[src/rtl/mmap_m_axi_pkg.sv]
// Shared constants, helper functions and splitter state type for the m_axi read engine.
package mmap_m_axi_pkg;

  localparam int unsigned PAGE_BYTES = 4096;

  typedef enum logic [0:0] {IDLE, ISSUE} split_state_e;

  function automatic int unsigned log2_f(input int unsigned v);
    int unsigned r;
    r = 0;
    for (int unsigned i = 0; i < 32; i++)
      if ((64'd1 << i) < 64'(v)) r = i + 32'd1;
    return r;
  endfunction

  function automatic int unsigned bus_bytes_f(input int unsigned bus_w);
    return bus_w / 8;
  endfunction

  function automatic int unsigned ratio_f(input int unsigned bus_w, input int unsigned user_w);
    return bus_w / user_w;
  endfunction

endpackage

[src/rtl/mmap_m_axi_fifo.sv]
// Small show-ahead FIFO used for per-request bookkeeping in the m_axi engines.
module mmap_m_axi_fifo
  import mmap_m_axi_pkg::*;
#(
  parameter int unsigned WIDTH = 32,
  parameter int unsigned DEPTH = 4
) (
  input  logic             clk_i,
  input  logic             rst_ni,
  input  logic             en_i,
  input  logic             push_i,
  input  logic [WIDTH-1:0] data_i,
  input  logic             pop_i,
  output logic [WIDTH-1:0] data_o,
  output logic             empty_o,
  output logic             full_o
);
  localparam int unsigned AW = (DEPTH > 1) ? log2_f(DEPTH) : 1;
  localparam int unsigned CW = log2_f(DEPTH + 1);

  logic [WIDTH-1:0] mem_q [DEPTH];
  logic [AW-1:0]    wr_q, rd_q;
  logic [CW-1:0]    cnt_q;
  logic             do_push, do_pop;

  function automatic logic [AW-1:0] ptr_inc(input logic [AW-1:0] p);
    return (p == AW'(DEPTH - 1)) ? '0 : p + 1'b1;
  endfunction

  assign full_o  = (cnt_q == CW'(DEPTH));
  assign empty_o = (cnt_q == '0);
  assign data_o  = mem_q[rd_q];
  assign do_push = en_i && push_i && !full_o;
  assign do_pop  = en_i && pop_i && !empty_o;

  always_ff @(posedge clk_i or negedge rst_ni) begin
    if (!rst_ni) begin
      wr_q  <= '0;
      rd_q  <= '0;
      cnt_q <= '0;
    end else begin
      if (do_push) wr_q <= ptr_inc(wr_q);
      if (do_pop)  rd_q <= ptr_inc(rd_q);
      if (do_push && !do_pop)      cnt_q <= cnt_q + 1'b1;
      else if (!do_push && do_pop) cnt_q <= cnt_q - 1'b1;
    end
  end

  always_ff @(posedge clk_i) begin
    if (do_push) mem_q[wr_q] <= data_i;
  end

endmodule

[src/rtl/mmap_m_axi_r_downsizer.sv]
// Splits each bus beat into user words LSB first and flags the last word of each request.
module mmap_m_axi_r_downsizer
  import mmap_m_axi_pkg::*;
#(
  parameter int unsigned BUS_DATA_WIDTH  = 512,
  parameter int unsigned USER_DATA_WIDTH = 32
) (
  input  logic                       clk_i,
  input  logic                       rst_ni,
  input  logic                       en_i,
  input  logic [BUS_DATA_WIDTH-1:0]  bus_data_i,
  input  logic                       bus_valid_i,
  output logic                       bus_ready_o,
  input  logic [31:0]                req_len_i,
  input  logic                       req_avail_i,
  output logic                       req_pop_o,
  output logic [USER_DATA_WIDTH-1:0] word_o,
  output logic                       word_last_o,
  output logic                       word_valid_o,
  input  logic                       word_ready_i
);
  localparam int unsigned RATIO = ratio_f(BUS_DATA_WIDTH, USER_DATA_WIDTH);
  localparam int unsigned LW    = (RATIO > 1) ? log2_f(RATIO) : 1;

  logic [BUS_DATA_WIDTH-1:0] beat_q;
  logic                      full_q, full_d;
  logic [LW-1:0]             lane_q, lane_d;
  logic [31:0]               cnt_q, cnt_d;
  logic                      last_word, last_lane, word_hs, beat_hs;

  assign word_valid_o = full_q && req_avail_i;
  assign word_o       = beat_q[lane_q*USER_DATA_WIDTH +: USER_DATA_WIDTH];
  assign last_word    = (cnt_q == req_len_i - 32'd1);
  assign last_lane    = last_word || (lane_q == LW'(RATIO - 1));
  assign word_last_o  = last_word;
  assign word_hs      = en_i && word_valid_o && word_ready_i;
  // Refill in the same cycle the final lane leaves, so beats stream without a bubble.
  assign bus_ready_o  = en_i && (!full_q || (last_lane && word_ready_i && req_avail_i));
  assign beat_hs      = bus_valid_i && bus_ready_o;
  assign req_pop_o    = word_hs && last_word;

  always_comb begin
    full_d = full_q;
    lane_d = lane_q;
    cnt_d  = cnt_q;
    if (beat_hs) begin
      full_d = 1'b1;
      lane_d = '0;
    end else if (word_hs && last_lane) begin
      full_d = 1'b0;
    end else if (word_hs) begin
      lane_d = lane_q + 1'b1;
    end
    if (word_hs) cnt_d = last_word ? 32'd0 : cnt_q + 32'd1;
  end

  always_ff @(posedge clk_i or negedge rst_ni) begin
    if (!rst_ni) begin
      full_q <= 1'b0;
      lane_q <= '0;
      cnt_q  <= '0;
    end else if (en_i) begin
      full_q <= full_d;
      lane_q <= lane_d;
      cnt_q  <= cnt_d;
    end
  end

  always_ff @(posedge clk_i) begin
    if (beat_hs) beat_q <= bus_data_i;
  end

endmodule

[src/rtl/mmap_m_axi_read_dw.sv]
// Read master: splits word requests into 4 KB-safe INCR bursts under an outstanding
// burst limit and downsizes the returning beats into user words.
module mmap_m_axi_read_dw
  import mmap_m_axi_pkg::*;
#(
  parameter int unsigned C_M_AXI_ID_WIDTH      = 1,
  parameter int unsigned BUS_ADDR_WIDTH        = 64,
  parameter int unsigned BUS_DATA_WIDTH        = 512,
  parameter int unsigned USER_DATA_WIDTH       = 32,
  parameter int unsigned NUM_READ_OUTSTANDING  = 4,
  parameter int unsigned MAX_READ_BURST_LENGTH = 16,
  parameter logic [3:0]  C_CACHE_VALUE         = 4'b0011,
  parameter logic [2:0]  C_PROT_VALUE          = 3'b000
) (
  input  logic                        ACLK,
  input  logic                        ARESET_N,
  input  logic                        ACLK_EN,
  output logic [C_M_AXI_ID_WIDTH-1:0] out_BUS_ARID,
  output logic [BUS_ADDR_WIDTH-1:0]   out_BUS_ARADDR,
  output logic [7:0]                  out_BUS_ARLEN,
  output logic [2:0]                  out_BUS_ARSIZE,
  output logic [1:0]                  out_BUS_ARBURST,
  output logic [3:0]                  out_BUS_ARCACHE,
  output logic [2:0]                  out_BUS_ARPROT,
  output logic                        out_BUS_ARVALID,
  input  logic                        in_BUS_ARREADY,
  input  logic [BUS_DATA_WIDTH-1:0]   in_BUS_RDATA,
  input  logic [1:0]                  in_BUS_RRESP,
  input  logic                        in_BUS_RLAST,
  input  logic                        in_BUS_RVALID,
  output logic                        out_BUS_RREADY,
  input  logic [BUS_ADDR_WIDTH-1:0]   in_HLS_ARADDR,
  input  logic [31:0]                 in_HLS_ARLEN,
  input  logic                        in_HLS_ARVALID,
  output logic                        out_HLS_ARREADY,
  output logic [USER_DATA_WIDTH-1:0]  out_HLS_RDATA,
  output logic                        out_HLS_RLAST,
  output logic                        out_HLS_RVALID,
  input  logic                        in_HLS_RREADY,
  output logic                        out_ERR
);
  localparam int unsigned BUS_BYTES = bus_bytes_f(BUS_DATA_WIDTH);
  localparam int unsigned RATIO     = ratio_f(BUS_DATA_WIDTH, USER_DATA_WIDTH);
  localparam int unsigned BSH       = log2_f(BUS_BYTES);
  localparam int unsigned RSH       = log2_f(RATIO);
  localparam int unsigned OW        = log2_f(NUM_READ_OUTSTANDING + 1);

  split_state_e              state_q, state_d;
  logic [BUS_ADDR_WIDTH-1:0] addr_q, addr_d;
  logic [32:0]               rem_q, rem_d, burst;
  logic [7:0]                arlen_q, arlen_d;
  logic                      arvalid_q, arvalid_d, err_q, err_d;
  logic [OW-1:0]             outst_q, outst_d;
  logic [12:0]               page_beats;
  logic [8:0]                nbeats;
  logic                      info_push, info_pop, info_empty, info_full;
  logic [31:0]               info_len;
  logic                      hls_ar_hs, ar_hs, r_hs;

  assign out_HLS_ARREADY = ARESET_N && ACLK_EN && (state_q == IDLE) && !info_full;
  assign hls_ar_hs       = in_HLS_ARVALID && out_HLS_ARREADY;
  assign ar_hs           = ACLK_EN && arvalid_q && in_BUS_ARREADY;
  assign r_hs            = in_BUS_RVALID && out_BUS_RREADY;
  assign page_beats      = 13'((PAGE_BYTES - 32'(addr_q[11:0])) >> BSH);
  assign nbeats          = {1'b0, arlen_q} + 9'd1;

  always_comb begin
    burst = rem_q;
    if (burst > 33'(MAX_READ_BURST_LENGTH)) burst = 33'(MAX_READ_BURST_LENGTH);
    if (burst > 33'(page_beats))            burst = 33'(page_beats);
  end

  always_comb begin
    state_d   = state_q;
    addr_d    = addr_q;
    rem_d     = rem_q;
    arlen_d   = arlen_q;
    arvalid_d = arvalid_q;
    info_push = 1'b0;
    case (state_q)
      IDLE: begin
        if (hls_ar_hs && in_HLS_ARLEN != 32'd0) begin
          addr_d    = in_HLS_ARADDR;
          rem_d     = (33'(in_HLS_ARLEN) + 33'(RATIO - 1)) >> RSH;
          info_push = 1'b1;
          state_d   = ISSUE;
        end
      end
      ISSUE: begin
        // ARADDR/ARLEN come straight from addr_q/arlen_q, so they stay put until accepted.
        if (arvalid_q) begin
          if (ar_hs) begin
            arvalid_d = 1'b0;
            addr_d    = addr_q + (BUS_ADDR_WIDTH'(nbeats) << BSH);
            rem_d     = rem_q - 33'(nbeats);
            if (rem_d == '0) state_d = IDLE;
          end
        end else if (32'(outst_q) < NUM_READ_OUTSTANDING) begin
          arvalid_d = 1'b1;
          arlen_d   = 8'(burst - 33'd1);
        end
      end
      default: state_d = IDLE;
    endcase
  end

  always_comb begin
    outst_d = outst_q;
    if (ar_hs && !(r_hs && in_BUS_RLAST))      outst_d = outst_q + 1'b1;
    else if (!ar_hs && r_hs && in_BUS_RLAST)   outst_d = outst_q - 1'b1;
  end

  assign err_d = err_q | (r_hs && in_BUS_RRESP != 2'b00);

  always_ff @(posedge ACLK or negedge ARESET_N) begin
    if (!ARESET_N) begin
      state_q   <= IDLE;
      rem_q     <= '0;
      arvalid_q <= 1'b0;
      outst_q   <= '0;
      err_q     <= 1'b0;
    end else if (ACLK_EN) begin
      state_q   <= state_d;
      rem_q     <= rem_d;
      arvalid_q <= arvalid_d;
      outst_q   <= outst_d;
      err_q     <= err_d;
    end
  end

  always_ff @(posedge ACLK) begin
    if (ACLK_EN) begin
      addr_q  <= addr_d;
      arlen_q <= arlen_d;
    end
  end

  assign out_BUS_ARID    = '0;
  assign out_BUS_ARADDR  = addr_q;
  assign out_BUS_ARLEN   = arlen_q;
  assign out_BUS_ARSIZE  = 3'(BSH);
  assign out_BUS_ARBURST = 2'b01;
  assign out_BUS_ARCACHE = C_CACHE_VALUE;
  assign out_BUS_ARPROT  = C_PROT_VALUE;
  assign out_BUS_ARVALID = arvalid_q;
  assign out_ERR         = err_q;

  mmap_m_axi_fifo #(
    .WIDTH (32),
    .DEPTH (NUM_READ_OUTSTANDING)
  ) u_info_fifo (
    .clk_i   (ACLK),
    .rst_ni  (ARESET_N),
    .en_i    (ACLK_EN),
    .push_i  (info_push),
    .data_i  (in_HLS_ARLEN),
    .pop_i   (info_pop),
    .data_o  (info_len),
    .empty_o (info_empty),
    .full_o  (info_full)
  );

  mmap_m_axi_r_downsizer #(
    .BUS_DATA_WIDTH  (BUS_DATA_WIDTH),
    .USER_DATA_WIDTH (USER_DATA_WIDTH)
  ) u_downsizer (
    .clk_i        (ACLK),
    .rst_ni       (ARESET_N),
    .en_i         (ACLK_EN),
    .bus_data_i   (in_BUS_RDATA),
    .bus_valid_i  (in_BUS_RVALID),
    .bus_ready_o  (out_BUS_RREADY),
    .req_len_i    (info_len),
    .req_avail_i  (!info_empty),
    .req_pop_o    (info_pop),
    .word_o       (out_HLS_RDATA),
    .word_last_o  (out_HLS_RLAST),
    .word_valid_o (out_HLS_RVALID),
    .word_ready_i (in_HLS_RREADY)
  );

endmodule

[config.mk]
export PLATFORM = sky130hd
export DESIGN_NAME = mmap_m_axi_read_dw
export DESIGN_NICKNAME = d
export VERILOG_FILES = /design/src/rtl/mmap_m_axi_pkg.sv /design/src/rtl/mmap_m_axi_fifo.sv /design/src/rtl/mmap_m_axi_r_downsizer.sv /design/src/rtl/mmap_m_axi_read_dw.sv
export SDC_FILE = /design/constraint.sdc
export NUM_CORES = 1
export LEC_CHECK = 0
export BUFFER_PORTS_ARGS = -buffer_cell sky130_fd_sc_hd__buf_4
export CORE_AREA = 2 2 292 294
export DETAILED_ROUTE_END_ITERATION = 8
export DIE_AREA = 0 0 294 296
export PLACE_DENSITY = 0.71
export SETUP_SLACK_MARGIN = 0.3
export SLEW_MARGIN = 10
export SYNTH_ARGS = -nofsm -noshare
export SYNTH_HDL_FRONTEND = slang
export SYNTH_SLANG_ARGS = --single-unit
export TNS_END_PERCENT = 10
[constraint.sdc]
create_clock -name ACLK -period 17.5 [get_ports ACLK]
set_clock_uncertainty 0.15 [all_clocks]
set_input_delay 5.25 -clock ACLK [delete_from_list [all_inputs] [get_ports ACLK]]
set_output_delay 5.25 -clock ACLK [all_outputs]
set_load 0.01 [all_outputs]
==> flow_metrics.py <==
metrics = {
    "clocking": {
        "clk_latency_ns": 0.66,
        "ctsHoldBuffers": 0,
        "clkSinkCount": 795,
        "cts.path.max_buffers": 3,
        "cts-root-buf": "clkbuf_16",
        "numCtsBuffers": 85,
        "htreeDepth": 3,
        "ctsResizeCount": 0,
        "cts_setup_buffers": 0,
        "clk_pin_slew_ns": 0.05,
        "cts_tree": "done",
    },
    "place": {
        "dpl.hpwl_um": 74100,
        "io_buffers": 727,
        "routabilityCongestion": 0.889,
        "dp.cells": 4154,
    },
    "critical_path": {
        "worstReg2RegStart": "u_info_fifo.rd_q[0]",
        "r2r-end": "u_downsizer.beat_q[136]",
        "crit_required_ns": 12.10,
        "cp_max_fo": 37,
        "rr_worst_depth": 16,
        "worstPathArrival_ns": 6.35,
        "crit_path_top_delay_cell": "buf_4",
        "cp-start-kind": "primary input",
        "cpMostUsedCell": "buf_4",
        "cp-end-kind": "output pin",
        "crit_path_max_incr_delay_ns": 0.40,
        "startpoint": "ARESET_N",
        "regToRegSetupSlack_ns": 9.55,
        "path_cells": "buf_4 -> nand2_1 -> a211oi_1 -> buf_4",
        "critPathKind": "primary input to output pin",
    },
    "layout": {
        "syn2layout_area_growth_pct": 26.6,
        "fillers": 6942,
        "layoutNonFillerInstCount": 4313,
        "finalNetCount": 3809,
        "drive_gt1_frac": 0.327,
    },
    "detailed_routing": {
        "vias": 23400,
        "antenna_left": 0,
        "firstDrtPassIters": 5,
        "wl_per_cell_um": 24.1,
        "via_per_inst": 5.43,
        "routed_wl_um": 104000,
        "drc_errors": 0,
        "drt-initial-drc-count": 2067,
    },
    "synthesis": {
        "synth_ff_type": "edfxtp_1",
        "async_reset_ff_frac": 0.104,
        "syn_area_um2": 35400,
        "yosysSeqAreaShare": 0.662,
        "synth.distinct_cells": 80,
        "synth_area_per_cell_um2": 14.7,
        "syn_inst": 2409,
        "yosysWarnings": 0,
        "synth_seq_cells": 795,
        "synth-edff-count": 712,
    },
    "min_path": {
        "hold_end": "out_ERR",
        "min_path_cells": 1,
        "hold_path_class": "flip-flop to flip-flop",
        "min_from": "out_ERR",
    },
    "timing": {
        "fmax_mhz": 85.1,
        "slew_headroom": 0.165,
        "finalSetupTns_ns": 0,
        "hold_viol": 0,
        "rsz0062_at_grt": "false",
        "setup_viol": 0,
        "period_share": 0.671,
        "drv_slew": 0,
        "worst_slew_pin_slew_ns": 1.25,
        "period_minus_slack_ns": 11.75,
    },
    "floorplanning": {
        "io_pins": 741,
        "die_w_um": 294,
        "core-area_um2": 84200,
        "die_y_um": 296,
        "dieArea_um2": 87000,
        "start_util": 0.421,
        "rows": 107,
    },
    "power": {
        "leakage_nw": 16.8,
        "power_mw": 6.06,
        "vdd_drop_max_mv": 0.106,
        "p_per_area_nw_per_um2": 135,
    },
    "global_route": {
        "grt_pass1_wl_um": 148000,
        "antenna_found_initial": 20,
        "track_usage": 0.231,
        "grt_max_degree": 213,
        "globalRouteOverflowTotal": 0,
        "grt_pass1_vias": 23200,
    },
    "outcome": {
        "run_status": "finished clean",
    },
    "run": {
        "cap_violations": 0,
    },
}
-- layout make-up --
class,instances,area (um^2),share of cell area
flip-flops and latches,795,23500,0.524
multi-input cells,1458,11300,0.251
repair buffers,760,5720,0.128
clock buffers,100,2180,0.0487
well taps,1090,1360,0.0304
clock inverters,50,599,0.0134
inverters,51,199,0.00444
diodes,9,22.5,0.000502
-- worst max-delay path, delay by kind of cell --
kind	cells	cell delay, ns
compound gates	1	0.31
simple gates	1	0.19
buf+inv	2	0.58
-- sequential cells by signal (all words and copies together) (netlist names), 2 cells and up --
register,cells
out_BUS_ARADDR,64
out_BUS_ARLEN,8
outst_q,3
rem_q,33
u_downsizer.beat_q,512
u_downsizer.cnt_q,32
u_downsizer.lane_q,4
u_info_fifo.cnt_q,3
u_info_fifo.mem_q,128
u_info_fifo.rd_q,2
u_info_fifo.wr_q,2
-- metrics by stage --
stage | hold WS (ns) | util | worst slack [ns] | area, um^2
after floorplan | 0.296 | - | 0.880 | 35500
after global placement | 0.313 | 0.499 | 5.72 | 42000
after detailed placement | 0.317 | 0.499 | 5.72 | 42000
after CTS | 0.333 | 0.532 | 5.72 | 44800
after global routing | 0.347 | 0.532 | 5.59 | 44800
final | 0.329 | 0.532 | 5.75 | 44800
-- how the worst max path moves through the flow --
stage | end | depth (start not counted) | slack, ns
after floorplan | u_downsizer.beat_q[0] | 5 | 0.88
after global placement | out_HLS_ARREADY | 4 | 5.72
after detailed placement | out_HLS_ARREADY | 4 | 5.72
after CTS | out_HLS_ARREADY | 4 | 5.72
after global routing | out_HLS_ARREADY | 4 | 5.59
final | out_HLS_ARREADY | 4 | 5.75
-- routing by layer --
| layer | wire length [um] | vias up | GRT usage |
|---|---|---|---|
| met4 | 3430 | 16 | 0.0898 |
| met1 | 39900 | 11500 | 0.287 |
| met5 | 116 | - | 0 |
| met3 | 8230 | 175 | 0.0587 |
| met2 | 52200 | 953 | 0.387 |
| li1 | - | 10800 | - |
-- cells by family (layout without fill, tap and decap cells) --
family	after synthesis	in the layout	synth area share
muxes	252	252	0.106
buffers and inverters	169	961	0.0209
DFF	795	795	0.662
AOI/OAI and AO/OA	381	381	0.0673
xor gates and xnor gates	171	171	0.0425
and+or+nand+nor	599	599	0.0854
adders and majority gates	40	40	0.0150
other	2	24	0.000212
-- cell usage in the layout, fill, tap and decap left out, drive strengths merged, types with 34 or more instances in the layout --
master and count:
nor2 154, inv 60, nand2 159, a221oi 34
clkbuf 100, edfxtp 712, mux2i 120, mux4 96
o21ai 120, buf 760, xnor2 92, a21oi 104
ha 36, nand3 55, dfrtp 83, xor2 79
a22oi 37, and3 40, mux2 36
-- report_power, final --
group          internal (mW)  total [mW]  switching, mW
registers               2.30        2.48          0.184
clock network           1.03        1.81          0.786
logic                  0.774        1.76          0.987
total                   4.10        6.06           1.96
-- cells in the mapped netlist (6+ instances only) --
cell	instances	area (um^2)
nand3_1	54	270
mux4_2	96	2160
o21ai_0	119	596
nand4_1	33	206
nor2b_1	14	87.6
inv_1	51	191
a21oi_1	103	515
a22oi_1	37	278
or2_2	7	43.8
o21a_1	9	67.6
or3_1	14	87.6
o211ai_1	6	45.0
nand2b_1	10	62.6
buf_1	14	52.6
nor4_1	23	144
a221oi_1	34	298
buf_2	6	30.0
a21o_1	11	82.6
buf_4	16	120
clkbuf_1	77	289
and3_1	40	250
and2_1	17	106
mux2i_1	120	1200
a31oi_1	10	62.6
xnor2_1	92	806
o21bai_1	9	67.6
and4_1	9	78.8
ha_1	36	450
nand2_1	158	593
edfxtp_1	712	21400
dfrtp_1	83	2080
nor2_1	152	571
or4_1	8	60.1
o31ai_1	7	52.6
xor2_1	78	683
nor3_1	27	135
mux2_2	33	372
Note: power is estimated with default switching activity, not from simulation.
